==> src/rtl/adc_pkg.sv <==
// ============================================================================
// Module      : adc_pkg
// Description : Constants and types shared by the SAR search controller and
//               the analog-side DAC responder.
// Revision    : 1.0 - initial release
// ============================================================================
`default_nettype none

package adc_pkg;

    // Code width shared with the search controller
    localparam int ADC_WIDTH    = 8;

    // Width of the settle-period counter (SETTLE_PERIODS is 1..255)
    localparam int SETTLE_CNT_W = 8;

    // Responder sequencing states
    typedef enum logic [2:0] {
        IDLE   = 3'd0,
        LOAD   = 3'd1,
        SETTLE = 3'd2,
        SAMPLE = 3'd3,
        RESP   = 3'd4
    } state_t;

    // Two-out-of-three vote
    function automatic logic maj3(input logic [2:0] v);
        return (v[0] & v[1]) | (v[0] & v[2]) | (v[1] & v[2]);
    endfunction

endpackage

`default_nettype wire

==> src/rtl/comp_sync.sv <==
// ============================================================================
// Module      : comp_sync
// Description : Multi-stage flip-flop synchronizer that brings the external
//               asynchronous comparator output into the clk domain.
// Revision    : 1.0 - initial release
// ============================================================================
`default_nettype none

module comp_sync #(
    parameter int SYNC_STAGES = 2
) (
    input  logic clk,
    input  logic rst,
    input  logic i_async,
    output logic o_sync
);

    logic [SYNC_STAGES-1:0] r_sync;

    // Shift the asynchronous input through the synchronizer chain
    always_ff @(posedge clk) begin
        if (rst) begin
            r_sync <= '0;
        end else begin
            r_sync <= {r_sync[SYNC_STAGES-2:0], i_async};
        end
    end

    assign o_sync = r_sync[SYNC_STAGES-1];

endmodule

`default_nettype wire

==> src/rtl/sar_dac_responder.sv <==
// ============================================================================
// Module      : sar_dac_responder
// Description : Analog-side responder for the SAR search controller. Drives
//               the trial code as a PWM DAC, waits a fixed number of PWM
//               periods for the RC filter to settle, then samples the
//               synchronized comparator and returns a one-cycle result.
//               Optional build macro COMP_MAJORITY_EN: sample the comparator
//               on three consecutive cycles and report the majority vote.
// Revision    : 1.0 - initial release
// ============================================================================
`default_nettype none

module sar_dac_responder
    import adc_pkg::*;
#(
    parameter int WIDTH          = ADC_WIDTH,
    parameter int SETTLE_PERIODS = 16,
    parameter int SYNC_STAGES    = 2
) (
    input  logic             clk,
    input  logic             rst,
    input  logic             trial_valid,
    output logic             trial_ready,
    input  logic [WIDTH-1:0] code,
    output logic             result_valid,
    output logic             compares,
    input  logic             comp_in,
    output logic             pwm_out
);

    localparam logic [WIDTH-1:0]        c_PWM_MAX    = '1;
    localparam logic [SETTLE_CNT_W-1:0] c_SETTLE_TGT = SETTLE_CNT_W'(SETTLE_PERIODS);

    state_t                  r_state;
    logic [WIDTH-1:0]        r_pwm_cnt;
    logic [WIDTH-1:0]        r_active_code;
    logic [WIDTH-1:0]        r_pending_code;
    logic [SETTLE_CNT_W-1:0] r_settle_cnt;
    logic                    r_result_valid;
    logic                    r_compares;
    logic                    r_pwm_out;

    logic                    w_comp_sync;
    logic                    w_wrap;
    logic [SETTLE_CNT_W-1:0] w_settle_next;

`ifdef COMP_MAJORITY_EN
    logic [1:0]              r_samp_cnt;
    logic [1:0]              r_samp;
`endif

    comp_sync #(
        .SYNC_STAGES (SYNC_STAGES)
    ) u_comp_sync (
        .clk     (clk),
        .rst     (rst),
        .i_async (comp_in),
        .o_sync  (w_comp_sync)
    );

    // The PWM period boundary is the only point where the DAC level may change
    assign w_wrap        = (r_pwm_cnt == c_PWM_MAX);
    assign w_settle_next = r_settle_cnt + 1'b1;

    // Free-running PWM counter and registered compare output
    always_ff @(posedge clk) begin
        if (rst) begin
            r_pwm_cnt <= '0;
            r_pwm_out <= 1'b0;
        end else begin
            r_pwm_cnt <= r_pwm_cnt + 1'b1;
            r_pwm_out <= (r_pwm_cnt < r_active_code);
        end
    end

    // Trial sequencing: accept, load at wrap, settle, sample, respond
    always_ff @(posedge clk) begin
        if (rst) begin
            r_state        <= IDLE;
            r_active_code  <= '0;
            r_pending_code <= '0;
            r_settle_cnt   <= '0;
            r_result_valid <= 1'b0;
            r_compares     <= 1'b0;
`ifdef COMP_MAJORITY_EN
            r_samp_cnt     <= 2'd0;
            r_samp         <= 2'b00;
`endif
        end else begin
            r_result_valid <= 1'b0;
            case (r_state)
                IDLE: begin
                    if (trial_valid) begin
                        r_pending_code <= code;
                        r_settle_cnt   <= '0;
                        r_state        <= LOAD;
                    end
                end
                LOAD: begin
                    if (w_wrap) begin
                        r_active_code <= r_pending_code;
                        r_state       <= SETTLE;
                    end
                end
                SETTLE: begin
                    if (w_wrap) begin
                        r_settle_cnt <= w_settle_next;
                        if (w_settle_next == c_SETTLE_TGT) begin
                            r_state <= SAMPLE;
                        end
                    end
                end
                SAMPLE: begin
`ifdef COMP_MAJORITY_EN
                    if (r_samp_cnt == 2'd2) begin
                        r_compares     <= maj3({r_samp, w_comp_sync});
                        r_samp_cnt     <= 2'd0;
                        r_result_valid <= 1'b1;
                        r_state        <= RESP;
                    end else begin
                        r_samp     <= {r_samp[0], w_comp_sync};
                        r_samp_cnt <= r_samp_cnt + 2'd1;
                    end
`else
                    r_compares     <= w_comp_sync;
                    r_result_valid <= 1'b1;
                    r_state        <= RESP;
`endif
                end
                RESP: begin
                    r_state <= IDLE;
                end
                default: begin
                    r_state <= IDLE;
                end
            endcase
        end
    end

    assign trial_ready  = (r_state == IDLE);
    assign result_valid = r_result_valid;
    assign compares     = r_compares;
    assign pwm_out      = r_pwm_out;

endmodule

`default_nettype wire

==> config.mk <==
export PLATFORM = sky130hd
export DESIGN_NAME = sar_dac_responder
export DESIGN_NICKNAME = d
export VERILOG_FILES = /design/src/rtl/adc_pkg.sv /design/src/rtl/comp_sync.sv /design/src/rtl/sar_dac_responder.sv
export SDC_FILE = /design/constraint.sdc
export NUM_CORES = 1
export LEC_CHECK = 0
export BUFFER_PORTS_ARGS = -buffer_cell sky130_fd_sc_hd__clkbuf_2
export CAP_MARGIN = 10
export CORE_AREA = 8 8 86 88
export DETAILED_ROUTE_END_ITERATION = 16
export DIE_AREA = 0 0 94 96
export PLACE_DENSITY = 0.53
export SLEW_MARGIN = 25
export SYNTH_ARGS = -nofsm -noshare
export SYNTH_HDL_FRONTEND = slang
export SYNTH_SLANG_ARGS = --single-unit
==> constraint.sdc <==
create_clock -name clk -period 4.2 [get_ports clk]
set_input_delay 0.42 -clock clk [delete_from_list [all_inputs] [get_ports clk]]
set_output_delay 0.42 -clock clk [all_outputs]
set_load 0.01 [all_outputs]
Word-level counts from Yosys, hierarchy flattened
Index checks and enable logic that the tools add are counted.
Widths: inputs -> output; s select.
{"block": "word_totals", "word_cells": 36, "memories": 0, "in_bits": 12, "output_inout_bits": 4, "regBits": 40, "rom_bits": 0, "ram_bits": 0, "latchBits": 0}
{"block": "op_classes", "shift": 0, "magnitude_cmp": 1, "bitwise_logic": 0, "div": 0, "n_eq_ne": 9, "n_mul": 0, "reduce_logical": 6, "mux": 9, "n_addsub": 2}
{"op": "$add 8x1->8 const B", "count": 2}
{"op": "$mux 8", "count": 2}
{"op": "$pmux 8 s2", "count": 1}
{"op": "$mux 3", "count": 4}
{"op": "$pmux 3 s4", "count": 1}
{"op": "$eq 8x5->1 const B", "count": 1}
{"op": "$eq 8x8->1 const B", "count": 1}
{"op": "$lt 8x8->1", "count": 1}
{"op": "$ne 2x2->1 const B", "count": 4}
{"op": "$eq 3x2->1 const B", "count": 2}
{"op": "$reduce_and 2->1", "count": 2}
{"op": "$reduce_and 4->1", "count": 1}
{"op": "$eq 3x1->1 const B", "count": 1}
{"op": "$logic_not 3->1", "count": 1}
{"op": "$reduce_and 3->1", "count": 1}
{"op": "$reduce_bool 2->1", "count": 1}
{"op": "$mux 1", "count": 1}

Longest topological paths before layout
Gate-level depths: netlist (run 1).
{"block": "logic_depth", "word_depth": 5, "depth_mapped": 7, "ltp_nobuf": 6}

Cells and area by module
From an unflattened synthesis (run 1), not the netlist that was laid out.
{"block": "unflattened", "hier_cells": 200, "hier_area_um2": 1745.4}
{"module": "sar_dac_responder", "seq_area_each_um2": 760.7, "instances": 1, "cells_each": 196, "area_each_um2": 1692.9}
{"module": "comp_sync", "seq_area_each_um2": 40.0, "instances": 1, "cells_each": 4, "area_each_um2": 52.6}

Worst setup path before layout (run 1)
No wires, ideal clock.
{"block": "synth_path", "path_type": "register to register", "from": "reg r_pwm_cnt[0]", "to": "reg r_active_code[0]", "t_required_ps": 4072, "path_slack_ps": 2361, "setup_time_ps": 128, "synth_period_minus_slack_ps": 1839, "arrival_time_ps": 1711, "path_stages_with_launch": 8, "n_path_buf": 1, "path_cell_list": "dfxtp_1 ha_1 nand3_1 or2_2 nor4b_1 buf_2 mux2i_1 nor2_1"}
{"block": "synth_via", "elab_chain_cells": 2}
{"item": "start, declared", "line": "sar_dac_responder.sv:35", "source": "logic [WIDTH-1:0] r_pwm_cnt;"}
{"item": "start signal, assigned", "line": "sar_dac_responder.sv:71", "source": "r_pwm_cnt <= r_pwm_cnt + 1'b1;"}
{"item": "$eq 8x8->1", "line": "sar_dac_responder.sv:62", "source": "assign w_wrap = (r_pwm_cnt == c_PWM_MAX);"}
{"item": "$reduce_and 2->1 (no source line)"}
{"item": "end signal, assigned", "line": "sar_dac_responder.sv:101", "source": "r_active_code <= r_pending_code;"}
{"item": "end, declared", "line": "sar_dac_responder.sv:36", "source": "logic [WIDTH-1:0] r_active_code;"}
Every way passes these cells.
A chain may end at the register's enable or synchronous reset.

Worst setup path in the final report (run 1)
{"block": "layout_path", "from": "reg r_pwm_cnt[0]", "to": "reg r_active_code[1]"}
The elaborated chain is that of the path after synthesis.

==> impl_metrics.toml, run 1 <==
[setup_path]
crit_start = "r_pwm_cnt[0]"
end_kind = "register"
path_class = "reg -> reg"
start_kind = "register"
critPathSlowestCell = "dfxtp_1"
worstReg2RegStart = "r_pwm_cnt[0]"
arrival_ns = 2.14
path_max_fanout = 9
r2r_slack_ns = 2.21
slowest_delay_ns = 0.37
path_cells = "ha_1, nand3_1, or2_2, nor4b_2, buf_4, mux2i_1, nor2_1"
critical_path_required_ns = 4.35

[logic_synthesis]
yosysTopAreaCell = "dfxtp_1"
synth_cell_types = 37
synth_most_common_cell = "dfxtp_1"
synthesis.area_mm2 = 0.00176
yosys_warnings = 0
synth_area_per_cell_um2 = 8.63
synth_common_cells = "dfxtp_1, nand2_1, nor2_1"
syn-num-nets = 225
yosysTopAreaCellShare_pct = 45.5
ys_seq_elements = 40
synth_cells = 204
synth_area_leaders = "dfxtp_1, ha_1, mux2i_1"
synth-seq-area-share_pct = 45.5
async_reset_ff_share_pct = 0
ys.flop_type = "dfxtp_1"
synth-edff-count = 0

[global_routing]
grt_pass1_vias = 1356
grt_pass1_wl_um = 6100
antenna_found_initial = 0
grt-ovfl-total = 0
grt_start_max_net_pins = 45
grtUsageTotal_pct = 8.45

[finish]
antenna_cells = 0
layout-drive-gt1-share_pct = 12.7
stdcell_count = 298
filler_cell_count = 669
syn2layout_area_growth_pct = 14.1
nNetsFinal = 241

[cts]
cts_made_buffers = 5
cts.sinks = 40
post_cts_buffers = 0
postCtsHoldBufs = 0
cts.htree.levels = 2
cts-root-buf = "clkbuf_8"
cts_tree = "yes"
clock_latency_ns = 0.29
postCtsResizedCells = 0
clockBufferDepth = 2
path_clk_slew_ns = 0.07

[routing]
route.detailed.drc = 0
vias_per_cell = 4.70
vias = 1402
wirelength_um = 3440
ant_nets = 0
wl_per_cell_um = 11.5
drt_iter0_drc = 61
drt-pass1-iter-count = 4

[timing]
max_freq_ghz = 0.501
rsz0062_at_grt = "no"
tightestPinTransition_ns = 0.873
hold_violations = 0
finalCriticalPeriod_ns = 1.99
slew_headroom_pct = 41.8
tns_ns = 0
clock_skew_ns = 0.00489
post-route-period-util_pct = 47.5
setup_viol = 0
slew_viol_final = 0

[floorplanning]
die_x_um = 94
ioPinCount = 16
dieArea_mm2 = 0.00902
coreArea_mm2 = 0.00610
rows = 29
initial_utilization_pct = 28.9
die_h_um = 96

[power_and_ir_drop]
cellPowerDensity_mw_per_mm2 = 352
irDropWorstVdd_mv = 0.227
power_leakage_nw = 0.729

[place]
dp_cells = 290
gp_congestion = 0.782
portBuffers = 15
dpl.hpwl_um = 2400

[min_path]
hold_path_class = "in -> reg"
holdCritStartpoint = "code[1]"

[status]
status = "finished, final reports clean"

[flow_run]
maxCapViolations = 0
==> metrics by stage <==
stage	setup slack [ns]	power (mW)	cell area [um^2]	hold WS (ns)	utilization [%]
2_1_floorplan	2.36	0.437	1760	0.414	-
3_3_place_gp	2.15	0.453	1920	0.425	31.5
3_5_place_dp	2.15	0.454	1920	0.427	31.5
4_1_cts	2.18	0.721	2010	0.334	32.9
5_1_grt	1.98	0.745	2010	0.333	32.9
6_report	2.21	0.707	2010	0.344	32.9
==> sequential cells by signal, summed over array words and instances, names as in the netlist, 2 cells and up <==
register            flops
r_active_code           8
r_pending_code          8
r_pwm_cnt               8
r_settle_cnt            8
r_state                 3
u_comp_sync.r_sync      2
==> worst max-delay path: cells and delay by family, from the launching register on <==
kind / cells / cell delay [ns]
and+or+nand+nor: 4 / 0.76
muxes: 1 / 0.21
buffers and inverters: 1 / 0.25
adders and majority gates: 1 / 0.25
DFF: 1 / 0.37
==> worst paths after layout <==
check / to / cells after the start
setup / recovery: r_active_code[1] / 7
hold / removal: r_pending_code[1] / 3
setup reg to reg: r_active_code[1] / 7
hold reg to reg: u_comp_sync.r_sync[1] / 1
==> cell families (layout without fill, tap and decap cells) <==
family                     count (synthesis)  count (layout)  share of synthesized area, %
DFF                                       40              40                          45.5
buffers and inverters                     14              31                          3.06
AOI/OAI and AO/OA                         35              35                          11.2
muxes                                     10              10                          5.69
adders and majority gates                  9               9                          6.40
xor gates and xnor gates                   4               4                          1.99
and+or+nand+nor                           92              92                          26.2
==> layout make-up <==
class / count / area (um^2) / area share [%]
multi-input combinational: 150 / 912 / 45.4
sequential: 40 / 801 / 39.9
tap: 77 / 96.3 / 4.80
clock buffer: 8 / 90.1 / 4.49
timing repair buffer: 16 / 82.6 / 4.11
inverter: 7 / 26.3 / 1.31
==> layout by cell type (no fill, tap or decap), types with 6 or more instances in the layout <==
cell / instances
dfxtp_1: 40
inv_1: 7
mux2i_1: 10
clkbuf_2: 15
a21oi_1: 18
o21ai_0: 6
ha_1: 9
nand3_1: 8
nor2_1: 26
nand2_1: 26
clkbuf_8: 6
==> layer usage <==
metal / wire [um] / GRT usage (%) / vias up
met4: 45 / 3.04 / 0
met1: 1640 / 10.2 / 632
met3: 168 / 3.20 / 9
met5: 0 / 0 / -
li1: - / - / 736
met2: 1590 / 13.5 / 25
==> where the power goes <==
part / switching [mW] / internal, mW
combinational: 0.0267 / 0.0198
clock: 0.130 / 0.134
sequential: 0.00752 / 0.390
total: 0.164 / 0.543
No activity file was read; power rests on OpenSTA's default activity.
==> run 2: changes to the inputs <==
==> constraint.sdc (replaced) <==
create_clock -name clk -period 2.06 [get_ports clk]
set_input_delay 0.206 -clock clk [delete_from_list [all_inputs] [get_ports clk]]
set_output_delay 0.206 -clock clk [all_outputs]
set_load 0.01 [all_outputs]
==> run 2 against run 1 <==
Against the previous run:
- total power rose by 110%
- via count up 5.4%
- fmax grew 4.3%
- worst hold slack got worse by 0.22 ns
- cell count grew 4.7%
- die area stayed put
- clock skew grew 0.0057 ns
- final area rose by 6.0%
- setup slack worse by 2.1 ns
- non-clock buffer count is 14 higher
- clock power rose by 110%
- largest cell class unchanged
- highest routed layer unchanged
==> impl_metrics.toml, run 2 (synthesized netlist as in run 1, its figures left out) <==
[cts]
path_clk_slew_ns = 0.08
postCtsResizedCells = 0
cts_made_buffers = 5
clockBufferDepth = 2
cts_tree = "yes"
cts-root-buf = "clkbuf_8"
postCtsHoldBufs = 0
clock_latency_ns = 0.29
cts.sinks = 40
cts.htree.levels = 2
post_cts_buffers = 0

[routing]
ant_nets = 0
vias = 1478
wirelength_um = 3970
drt-pass1-iter-count = 4
drt_iter0_drc = 57
wl_per_cell_um = 12.7
vias_per_cell = 4.74
route.detailed.drc = 0

[floorplanning]
dieArea_mm2 = 0.00902
ioPinCount = 16
die_h_um = 96
initial_utilization_pct = 28.9
die_x_um = 94
rows = 29
coreArea_mm2 = 0.00610

[global_routing]
grt_pass1_wl_um = 6780
grt_pass1_vias = 1478
antenna_found_initial = 0
grtUsageTotal_pct = 9.56
grt_start_max_net_pins = 17
grt-ovfl-total = 0

[power_and_ir_drop]
cellPowerDensity_mw_per_mm2 = 690
power_leakage_nw = 0.801
irDropWorstVdd_mv = 0.364

[timing]
max_freq_ghz = 0.523
rsz0062_at_grt = "no"
tns_ns = 0
post-route-period-util_pct = 92.8
slew_viol_final = 0
hold_violations = 0
clock_skew_ns = 0.0106
slew_headroom_pct = 78.5
setup_viol = 0
tightestPinTransition_ns = 0.322
finalCriticalPeriod_ns = 1.91

[finish]
antenna_cells = 0
fin_area_mm2 = 0.00213
syn2layout_area_growth_pct = 20.9
layout_common_cells = "dfxtp_1, nand2_1, nor2_1"
layout_commonest_cell = "dfxtp_1"
filler_cell_count = 653
nNetsFinal = 255
layout-drive-gt1-share_pct = 18.3

[setup_path]
ff2ff_path_depth = 7
end_kind = "register"
arrival_ns = 2.10
critical_path_required_ns = 2.25
path_cells = "ha_2, nand3_1, or2_2, nor4b_4, buf_4, mux2i_1, nor2_1"
path_max_fanout = 4
start_kind = "register"
critPathSlowestCell = "dfxtp_1"
path_class = "reg -> reg"
slowest_delay_ns = 0.38

[flow_run]
maxCapViolations = 0

[place]
gp_congestion = 0.809
dpl.hpwl_um = 2790
place_area_mm2 = 0.00202
portBuffers = 15

[min_path]
hold_path_class = "in -> reg"
holdPathStages = 2

[status]
status = "finished, final reports clean"
==> run 2: cell types whose count changed in the layout (fill, tap and decap cells not counted) <==
| cell | delta |
|---|---|
| nor4b_2 | -1 |
| nor4b_4 | +1 |
| ha_2 | +1 |
| buf_6 | +1 |
| buf_4 | +13 |
| ha_1 | -1 |
==> run 2: worst paths after layout <==
kind | from | endpoint | slack [ns]
min reg2reg | u_comp_sync.r_sync[0] | u_comp_sync.r_sync[1] | 0.44
max reg2reg | r_pwm_cnt[0] | r_active_code[3] | 0.15
min | comp_in | u_comp_sync.r_sync[0] | 0.12
max | r_pwm_cnt[0] | r_active_code[3] | 0.15
==> run 2: final cells by class <==
class                      instances  area, um^2  share of cell area [%]
multi-input combinational        150         923                    43.4
sequential                        40         801                    37.6
timing repair buffer              30         191                    8.99
tap                               77        96.3                    4.53
clock buffer                       8        90.1                    4.23
inverter                           7        26.3                    1.23
==> run 2: per-stage QoR <==
step	hold slack, ns	setup slack, ns	std cells	utilization (%)	power (mW)
floorplan	0.334	0.221	204	-	0.891
global route	0.127	0.0129	312	34.9	1.54
global placement	0.413	0.169	303	33.1	0.941
CTS	0.112	0.0838	311	34.5	1.49
detailed placement	0.422	0.0889	303	33.1	0.943
finish	0.122	0.148	312	34.9	1.47
==> run 2: where the power goes <==
group | internal [mW] | switching (mW) | total, mW
Sequential | 0.794 | 0.0126 | 0.807
Combinational | 0.0539 | 0.0631 | 0.117
Clock | 0.274 | 0.271 | 0.545
Total | 1.12 | 0.347 | 1.47
==> run 2: routing by layer <==
layer | up-vias | share of wire [%] | GRT usage [%]
met5 | - | 0 | 0
met4 | 0 | 0.91 | 3.57
met2 | 21 | 47 | 16.9
li1 | 766 | - | -
met1 | 687 | 48 | 10.5
met3 | 4 | 4.0 | 2.96
==> run 2: critical path: cells and delay by family, from the launching register on <==
family	cells	cell delay (ns)
adder cells (fa/ha/maj)	1	0.24
buffers and inverters	1	0.22
flip-flops	1	0.38
multiplexers	1	0.18
AND/OR/NAND/NOR	4	0.79
==> run 3: changes to the inputs <==
--- a/config.mk
+++ b/config.mk
@@ -6,10 +6,9 @@
 export NUM_CORES = 1
 export LEC_CHECK = 0
 export BUFFER_PORTS_ARGS = -buffer_cell sky130_fd_sc_hd__clkbuf_2
-export CAP_MARGIN = 10
-export CORE_AREA = 8 8 86 88
+export CORE_AREA = 8 8 118 66
 export DETAILED_ROUTE_END_ITERATION = 16
-export DIE_AREA = 0 0 94 96
+export DIE_AREA = 0 0 126 74
 export PLACE_DENSITY = 0.53
 export SLEW_MARGIN = 25
 export SYNTH_ARGS = -nofsm -noshare
==> run 3 against run 2 <==
Against the previous run:
- via count shrank 1.6%
- fmax rose by 0.38%
- worst hold slack improved by 0.018 ns
- routed wire length up 5.5%
- global-route usage down 0.24 points
- largest power group is now the clock network
- largest cell class unchanged
- register-to-register slack barely moved
==> impl_metrics.toml, run 3 (synthesized netlist as in run 1, its figures left out) <==
[status]
status = "finished, final reports clean"

[setup_path]
path_class = "reg -> reg"
timing.rr.end = "r_active_code[4]"
start_kind = "register"
critical_path_required_ns = 2.23
end_kind = "register"
crit_family = "simple AND/OR/NAND/NOR gates"
path_cells = "ha_2, nand3_1, or2_2, nor4b_4, buf_4, mux2i_1, nor2_1"
ff2ff_path_depth = 7
arrival_ns = 2.08
worstReg2RegStart = "r_pwm_cnt[0]"
path_buf_inv = 1
critPathSlowestCell = "dfxtp_1"
path_max_fanout = 5
r2r_slack_ns = 0.16
slowest_delay_ns = 0.37

[finish]
layout_common_cells = "dfxtp_1, nand2_1, nor2_1"
filler_cell_count = 650
antenna_cells = 0
syn2layout_area_growth_pct = 24.7
layout-drive-gt1-share_pct = 18.5
multi_input_area_um2 = 923
layout_commonest_cell = "dfxtp_1"
nNetsFinal = 253
regArea_um2 = 801
stdcell_count = 313

[min_path]
holdCritStartpoint = "comp_in"
worstHoldEndpoint = "u_comp_sync.r_sync[0]"
holdPathStages = 2
hold_path_class = "in -> reg"

[cts]
cts_made_buffers = 5
cts.sinks = 40
path_clk_slew_ns = 0.06
clockBufferDepth = 2
postCtsHoldBufs = 0
cts-root-buf = "clkbuf_16"
cts.htree.levels = 2
cts_tree = "yes"
postCtsResizedCells = 0
clock_latency_ns = 0.28
post_cts_buffers = 0

[floorplanning]
die_h_um = 74
rows = 21
die_x_um = 126
ioPinCount = 16
initial_utilization_pct = 28.2
dieArea_mm2 = 0.00932
coreArea_mm2 = 0.00625

[routing]
ant_nets = 0
drt-pass1-iter-count = 4
wl_per_cell_um = 13.4
vias = 1454
wirelength_um = 4190
drt_iter0_drc = 77
route.detailed.drc = 0
vias_per_cell = 4.65

[power_and_ir_drop]
cellPowerDensity_mw_per_mm2 = 830
power_leakage_nw = 0.826
irDropWorstVdd_mv = 0.279
power_mw = 1.82

[timing]
hold_violations = 0
tns_ns = 0
holdWs_ns = 0.140
finalCriticalPeriod_ns = 1.90
clock_skew_ns = 0.00248
slew_viol_final = 0
postLayoutSetupSlackWorst_ns = 0.155
rsz0062_at_grt = "no"
post-route-period-util_pct = 92.5
setup_viol = 0
max_freq_ghz = 0.525
slew_headroom_pct = 55.8
tightestPinTransition_ns = 0.663

[global_routing]
grt_pass1_wl_um = 6760
antenna_found_initial = 0
grt-ovfl-total = 0
grt_pass1_vias = 1300
grt_start_max_net_pins = 19
grtUsageTotal_pct = 9.31

[place]
gp_congestion = 0.792
dp_cells = 304
dpl.hpwl_um = 3090
portBuffers = 15
preCtsSetupSlack_ns = 0.135

[flow_run]
maxCapViolations = 0
-- run 3: cell types whose count changed in the layout (fill, tap and decap cells not counted) --
cell	before	now
bufinv_16	0	1
clkbuf_8	6	0
buf_4	14	13
clkinvlp_4	0	1
inv_6	0	1
clkbuf_16	0	5
buf_6	1	0
clkbuf_1	2	0
-- run 3: worst max-delay path by stage --
stage | startpoint | to | cells past startpoint
finish | r_pwm_cnt[0] | r_active_code[4] | 7
global route | r_pwm_cnt[0] | r_active_code[4] | 7
CTS | r_pwm_cnt[0] | r_active_code[4] | 7
detailed placement | r_pwm_cnt[0] | r_active_code[0] | 7
global placement | r_pwm_cnt[0] | r_active_code[4] | 7
floorplan | r_pwm_cnt[0] | r_active_code[0] | 7
-- run 3: layout make-up --
cell class	count	area share, %
multi-input combinational	150	42.1
timing repair buffer	28	7.87
tap	80	4.56
clock inverter	3	2.11
sequential	40	36.5
inverter	7	1.20
clock buffer	5	5.70
-- run 3: stage by stage --
stage,area (um^2),utilization [%]
2_1_floorplan,1760,-
3_3_place_gp,2000,32.1
3_5_place_dp,2000,32.1
4_1_cts,2180,34.8
5_1_grt,2190,35.1
6_report,2190,35.1
-- run 3: routing by layer --
| layer | global-route usage [%] | share of wire (%) |
|---|---|---|
| met3 | 3.29 | 6.0 |
| met4 | 2.77 | 0.72 |
| met2 | 10.3 | 32 |
| met1 | 15.0 | 62 |
| met5 | 0 | 0 |
-- run 3: report_power, final --
group	switching (mW)	leakage, nW	internal (mW)
Clock	0.325	0.0804	0.575
Sequential	0.0132	0.325	0.795
Combinational	0.0618	0.421	0.0507
Total	0.400	0.826	1.42
